===== src/rtl/instruction_fetch_pkg.sv =====
// Shared ISA constants for the fetch slice: data width, memory geometry,
// the canonical NOP encoding and the architectural reset vector.
package instruction_fetch_pkg;

    localparam int unsigned ISA_XLEN         = 32;
    localparam int unsigned ISA_WORD_ADDRESS = 30;
    localparam int unsigned ISA_MEM_SIZE     = 1024;
    localparam logic [31:0] ISA_NOP_INSTRUCTION = 32'h0000_0013;
    localparam logic [31:0] ISA_RESET_PC     = 32'h0000_0000;
    localparam int unsigned ISA_PC_STEP      = 4;
    localparam int unsigned ISA_FB_DEPTH     = 2;

    // Occupancy of the fetch buffer (0..2).
    typedef logic [1:0] fb_count_t;

endpackage


===== src/rtl/instruction_fetch_if.sv =====
// Fetch-stage bus: instruction memory port, redirect input from EX and the
// valid/ready handshake toward decode.
interface instruction_fetch_if
    import instruction_fetch_pkg::*;
#(
    parameter int unsigned XLEN   = ISA_XLEN,
    parameter int unsigned ADDR_W = ISA_WORD_ADDRESS
);

    logic [ADDR_W-1:0] imem_address;
    logic [XLEN-1:0]   imem_instruction;
    logic              redirect_valid;
    logic [XLEN-1:0]   redirect_pc;
    logic              if_valid;
    logic              id_ready;
    logic [XLEN-1:0]   if_instruction;
    logic [XLEN-1:0]   if_pc;
    logic [31:0]       fetch_count;

    modport master (
        output imem_address,
        input  imem_instruction,
        input  redirect_valid,
        input  redirect_pc,
        output if_valid,
        input  id_ready,
        output if_instruction,
        output if_pc,
        output fetch_count
    );

    modport slave (
        input  imem_address,
        output imem_instruction,
        output redirect_valid,
        output redirect_pc,
        input  if_valid,
        output id_ready,
        input  if_instruction,
        input  if_pc,
        input  fetch_count
    );

endinterface


===== src/rtl/instruction_fetch_buffer.sv =====
// Two-entry register FIFO of {pc, instruction}. Slot 0 is always the head,
// so head outputs come straight from registers. Empty reads as NOP / pc 0.
module fetch_buffer
    import instruction_fetch_pkg::*;
#(
    parameter int unsigned XLEN     = ISA_XLEN,
    parameter int unsigned FB_DEPTH = ISA_FB_DEPTH
) (
    input  logic            clk,
    input  logic            reset,
    input  logic            push,
    input  logic            pop,
    input  logic            flush,
    input  logic [XLEN-1:0] push_pc,
    input  logic [XLEN-1:0] push_instruction,
    output fb_count_t       count,
    output logic            full,
    output logic            empty,
    output logic [XLEN-1:0] head_pc,
    output logic [XLEN-1:0] head_instruction
);

    fb_count_t       count_q;
    logic [XLEN-1:0] pc0, pc1, ins0, ins1;

    // Occupancy and slot update; flush wins over any push/pop in the same cycle.
    always_ff @(posedge clk) begin
        if (reset || flush) begin
            count_q <= '0;
        end else begin
            case ({push, pop})
                2'b10: begin
                    if (count_q == 2'd0) begin
                        pc0  <= push_pc;
                        ins0 <= push_instruction;
                    end else begin
                        pc1  <= push_pc;
                        ins1 <= push_instruction;
                    end
                    count_q <= count_q + 2'd1;
                end
                2'b01: begin
                    pc0     <= pc1;
                    ins0    <= ins1;
                    count_q <= count_q - 2'd1;
                end
                2'b11: begin
                    // Head leaves and new word enters: with one entry the new
                    // word becomes the head, with two it queues behind slot 1.
                    if (count_q == 2'd1) begin
                        pc0  <= push_pc;
                        ins0 <= push_instruction;
                    end else begin
                        pc0  <= pc1;
                        ins0 <= ins1;
                        pc1  <= push_pc;
                        ins1 <= push_instruction;
                    end
                end
                default: ;
            endcase
        end
    end

    // Status and head presentation derived from registered state only.
    always_comb begin
        count            = count_q;
        empty            = (count_q == 2'd0);
        full             = (count_q == fb_count_t'(FB_DEPTH));
        head_pc          = '0;
        head_instruction = XLEN'(ISA_NOP_INSTRUCTION);
        if (!empty) begin
            head_pc          = pc0;
            head_instruction = ins0;
        end
    end

endmodule


===== src/rtl/instruction_fetch.sv =====
// Fetch stage: owns the PC, drives the word address to instruction memory,
// buffers returned words and hands them to decode; EX redirects flush it.
module instruction_fetch
    import instruction_fetch_pkg::*;
#(
    parameter int unsigned     XLEN     = ISA_XLEN,
    parameter int unsigned     ADDR_W   = ISA_WORD_ADDRESS,
    parameter logic [XLEN-1:0] RESET_PC = XLEN'(ISA_RESET_PC),
    parameter int unsigned     FB_DEPTH = ISA_FB_DEPTH
) (
    input logic                 clk,
    input logic                 reset,
    instruction_fetch_if.master bus
);

    logic [XLEN-1:0] pc;
    logic [31:0]     fetch_count;
    logic [XLEN-1:0] redirect_target;
    logic            push, pop;
    logic            fb_full, fb_empty;
    fb_count_t       fb_count;
    logic [XLEN-1:0] head_pc, head_instruction;

    // Handshake arbitration: a redirect suppresses the push for its cycle.
    always_comb begin
        pop             = !fb_empty && bus.id_ready;
        push            = !bus.redirect_valid && (!fb_full || pop);
        redirect_target = bus.redirect_pc & ~XLEN'(3);
    end

    // PC and push counter; reset overrides a same-cycle redirect.
    always_ff @(posedge clk) begin
        if (reset) begin
            pc          <= {RESET_PC[XLEN-1:2], 2'b00};
            fetch_count <= '0;
        end else if (bus.redirect_valid) begin
            pc <= redirect_target;
        end else if (push) begin
            pc          <= pc + XLEN'(ISA_PC_STEP);
            fetch_count <= fetch_count + 32'd1;
        end
    end

    fetch_buffer #(
        .XLEN     (XLEN),
        .FB_DEPTH (FB_DEPTH)
    ) u_fetch_buffer (
        .clk              (clk),
        .reset            (reset),
        .push             (push),
        .pop              (pop),
        .flush            (bus.redirect_valid),
        .push_pc          (pc),
        .push_instruction (bus.imem_instruction),
        .count            (fb_count),
        .full             (fb_full),
        .empty            (fb_empty),
        .head_pc          (head_pc),
        .head_instruction (head_instruction)
    );

    // Outputs toward memory and decode, all sourced from registers.
    always_comb begin
        bus.imem_address   = pc[ADDR_W+1:2];
        bus.if_valid       = (fb_count != 2'd0);
        bus.if_instruction = head_instruction;
        bus.if_pc          = head_pc;
        bus.fetch_count    = fetch_count;
    end

endmodule


===== src/flat_wrapper.sv =====
// flat-port wrapper written by rule: the top's interface ports become plain ports
module instruction_fetch_flat import instruction_fetch_pkg::*;
#(
    parameter int unsigned     XLEN     = ISA_XLEN,
    parameter int unsigned     ADDR_W   = ISA_WORD_ADDRESS,
    parameter logic [XLEN-1:0] RESET_PC = XLEN'(ISA_RESET_PC),
    parameter int unsigned     FB_DEPTH = ISA_FB_DEPTH
)
  (clk, reset, bus_imem_address, bus_imem_instruction, bus_redirect_valid, bus_redirect_pc, bus_if_valid, bus_id_ready, bus_if_instruction, bus_if_pc, bus_fetch_count);
  instruction_fetch_if #(.XLEN(XLEN), .ADDR_W(ADDR_W)) bus_i ();
  input logic clk;
  input logic reset;
  output wire logic [$bits(bus_i.imem_address)-1:0] bus_imem_address;
  input wire logic [$bits(bus_i.imem_instruction)-1:0] bus_imem_instruction;
  input wire logic [$bits(bus_i.redirect_valid)-1:0] bus_redirect_valid;
  input wire logic [$bits(bus_i.redirect_pc)-1:0] bus_redirect_pc;
  output wire logic [$bits(bus_i.if_valid)-1:0] bus_if_valid;
  input wire logic [$bits(bus_i.id_ready)-1:0] bus_id_ready;
  output wire logic [$bits(bus_i.if_instruction)-1:0] bus_if_instruction;
  output wire logic [$bits(bus_i.if_pc)-1:0] bus_if_pc;
  output wire logic [$bits(bus_i.fetch_count)-1:0] bus_fetch_count;
  assign bus_imem_address = bus_i.imem_address;
  assign bus_i.imem_instruction = bus_imem_instruction;
  assign bus_i.redirect_valid = bus_redirect_valid;
  assign bus_i.redirect_pc = bus_redirect_pc;
  assign bus_if_valid = bus_i.if_valid;
  assign bus_i.id_ready = bus_id_ready;
  assign bus_if_instruction = bus_i.if_instruction;
  assign bus_if_pc = bus_i.if_pc;
  assign bus_fetch_count = bus_i.fetch_count;
  instruction_fetch #(.XLEN(XLEN), .ADDR_W(ADDR_W), .RESET_PC(RESET_PC), .FB_DEPTH(FB_DEPTH)) u_core (.clk(clk), .reset(reset), .bus(bus_i));
endmodule

===== config.mk =====
export PLATFORM = sky130hd
export DESIGN_NAME = instruction_fetch_flat
export DESIGN_NICKNAME = d
export VERILOG_FILES = /design/src/rtl/instruction_fetch_pkg.sv /design/src/rtl/instruction_fetch_if.sv /design/src/rtl/instruction_fetch_buffer.sv /design/src/rtl/instruction_fetch.sv /design/src/flat_wrapper.sv
export SDC_FILE = /design/constraint.sdc
export NUM_CORES = 1
export LEC_CHECK = 0
export CAP_MARGIN = 15
export CORE_ASPECT_RATIO = 0.75
export CORE_MARGIN = 3
export CORE_UTILIZATION = 58
export CTS_BUF_LIST = sky130_fd_sc_hd__clkbuf_8
export DETAILED_ROUTE_END_ITERATION = 10
export PLACE_DENSITY = 0.92
export SLEW_MARGIN = 20
export SYNTH_ARGS = -nofsm -noshare
export SYNTH_HDL_FRONTEND = slang
export SYNTH_HIERARCHICAL = 1
export SYNTH_SLANG_ARGS = --single-unit

===== constraint.sdc =====
create_clock -name clk -period 21 [get_ports clk]
set_input_delay 3.15 -clock clk [delete_from_list [all_inputs] [get_ports clk]]
set_output_delay 3.15 -clock clk [all_outputs]
set_load 0.005 [all_outputs]

==> flow_summary.ini <==
[floorplanning]
die_y_um = 119
fp-row-count = 40
core_area_um2 = 16300
io_pins = 195
die_w_um = 156
die_area_um2 = 18500
start_util = 0.603

[flow_run]
drv_cap = 0

[worst_setup_path]
start_kind = input pin
crit_chain = clkdlybuf4s50_1 > nand2b_1 > a21oi_1 > ha_2 > buf_4 > nor2_1 > nor4_2 > buf_4
cpMaxStageDelayCell = buf_4
r2r_cells = 9
path_max_fanout = 67
r2r-end = u_core/u_fetch_buffer/pc1[0]
cp.required_ps = 21100
cp_common_cell = buf_4
path_class = in -> reg
arrival_ps = 6060
r2r_setup_slack_ps = 17220
cp-end-kind = register
cp.buffers_inverters = 3
crit_family = buffers and inverters
critPathMaxStageDelay_ps = 590
r2r-start = u_core/u_fetch_buffer/count[0]

[hold_path]
hp-start = u_core/bus.fetch_count[30]
whs_path_depth = 2
whs_endpoint = u_core/bus.fetch_count[30]
hp-class = reg -> reg

[sta]
slew_violations = 0
setup_viol = 0
hold_viol = 0
fmax_mhz = 168
finalCriticalPeriod_ps = 5970
worst_slew_pin_slew_ps = 858
fin_crit_sh = 0.284
rsz0062_at_grt = no
skew_ps = 9.87
max_slew_margin = 0.428
setup_tns_ps = 0
setup_ws_ps = 15030

[cts]
holdBufCountCts = 0
cts_resized = 0
clock_path_buffers = 2
insertion_delay_ps = 460
postCtsSetupRepairBufs = 0
cts_tree = done
path_clk_slew_ps = 100
cts.sinks = 192
cts-root-buf = clkbuf_8
h-tree-depth = 4
numCtsBuffers = 17

[layout]
drive_above_1_share = 0.124
area_delta_synth_final_pct = 24.7
final_common_cell = clkdlybuf4s50_1
antenna_cells = 0
final_cell_mix = 191 x clkdlybuf4s50_1, 128 x edfxtp_1, 70 x and2_1
num-nets-final = 1082
final_area_um2 = 12200

[synth]
ys_types = 50
synth_edf_count = 128
synth.avg_cell_area_um2 = 11.8
synth_warnings = 6
yosys.area_share.xor_xnor = 0.0402
synthCells = 830
synth_top_area_share = 0.392
synthAdderAreaFrac = 0.0128
synth_top_family_by_area = simple AND/OR/NAND/NOR gates
synth_seq_area_share = 0.523
synth_area_um2 = 9800
synth_simple_gate_area_frac = 0.175
synthTopCellsByArea = edfxtp_1 39%, dfxtp_1 13%, mux2_4 9.0%
yosysTopAreaCell = edfxtp_1
synth_compound_area_frac = 0.115
ys_ff_latch = 192
yosys-mux-area-fraction = 0.0982
synth_ff_type = edfxtp_1
async_flop_share = 0

[placement]
placedInstanceArea_um2 = 11800
gp_congestion = 0.840
dp_slack_ps = 14530
hpwl_mm = 16.1
port_buffers = 192

[pwr]
power.share.clock = 0.288
p_comb_frac = 0.175
p_int_uw = 608
leakage_uw = 0.00423
peakVddDrop_mv = 0.0408
sw_frac_of_total = 0.255
p_seq_frac = 0.537
powerDensity_nw_per_um2 = 66.7
switching_power_uw = 208

[global_route]
overflow = 0
grt_max_degree = 68
grt_pass1_vias = 7140
grt_first_pass_wirelength_mm = 38.1
grtUsageTotal = 0.258
antenna_found_initial = 0

[route]
antenna_left = 0
num_vias = 7394
via_per_inst = 6.03
drtIter0Drc = 591
first_pass_iters = 5
drt-wirelength-per-cell_um = 19.5
wirelength_mm = 23.9
drc = 0

[run_status]
status = finished clean
flip-flops by register name, indices dropped and copies added (netlist names):
register / count
u_core/u_fetch_buffer/count: 2
u_core/u_fetch_buffer/pc0: 32
u_core/bus.fetch_count: 32
u_core/u_fetch_buffer/ins1: 32
u_core/u_fetch_buffer/pc1: 32
u_core/u_fetch_buffer/ins0: 32
u_core/pc: 30
worst max-delay path by stage:
stage	cells past startpoint	slack, ps	start	endpoint
global placement	7	14610	bus_redirect_valid	u_core/u_fetch_buffer/ins1[12]
global route	7	14790	bus_redirect_valid	u_core/u_fetch_buffer/ins1[9]
detailed placement	7	14530	bus_redirect_valid	u_core/u_fetch_buffer/ins1[0]
floorplan	6	5850	bus_id_ready	u_core/u_fetch_buffer/ins0[0]
finish	8	15030	bus_id_ready	u_core/u_fetch_buffer/pc1[0]
CTS	7	15040	bus_redirect_valid	u_core/u_fetch_buffer/pc1[10]
cell type report:
| class | count | area [um^2] |
|---|---|---|
| flip-flops and latches | 192 | 5120 |
| inverters | 16 | 60.1 |
| repair buffers | 204 | 2030 |
| multi-input cells | 573 | 4370 |
| well taps | 210 | 263 |
| clock buffers | 17 | 234 |
| clock inverters | 15 | 141 |
| fillers | 1075 | 4040 |
layer usage:
layer / vias up / global-route usage / share of wire
li1: 3433 / - / -
met1: 3553 / 0.359 / 0.43
met2: 363 / 0.401 / 0.46
met3: 45 / 0.0644 / 0.091
met4: 0 / 0.0738 / 0.019
met5: - / 0 / 0
logic make-up (layout without fill, tap and decap cells):
kind of cell	count (synthesis)	after routing
and+or+nand+nor	309	309
adders and majority gates	10	10
xor gates and xnor gates	45	45
muxes	66	66
DFF	192	192
other	1	6
AOI/OAI and AO/OA	137	137
buffers and inverters	70	252
tightest hold or removal path: cells and delay by family (launching register included):
kind / cells / cell delay [ps]
AO/OA/AOI/OAI: 2 / 140
flip-flops: 1 / 350
cells in the mapped netlist, types with 22 or more instances:
cell type and count:
a21oi_1 22, a221o_1 64, and2_1 70, clkbuf_1 34, dfxtp_1 64, edfxtp_1 128
mux2_4 59, nand2_1 30, nand3_1 23, nand4_1 25, nor2_1 54, nor2b_1 61
xor2_1 34
power by group through the flow:
stage	logic, uW	clock network [uW]	registers (uW)
floorplan	82.0	0	445
global placement	137	0	445
detailed placement	142	0	447
CTS	142	240	438
global route	153	254	441
finish	142	235	438
per-stage QoR:
stage               hold slack (ps)  utilization  cells  power, uW
floorplan                       474            -    835        527
global placement                474        0.727   1194        582
detailed placement              517        0.727   1194        588
CTS                             537        0.750   1226        820
global route                    554        0.751   1227        848
finish                          540        0.751   1227        816
Power figures use the tool's default switching activity.
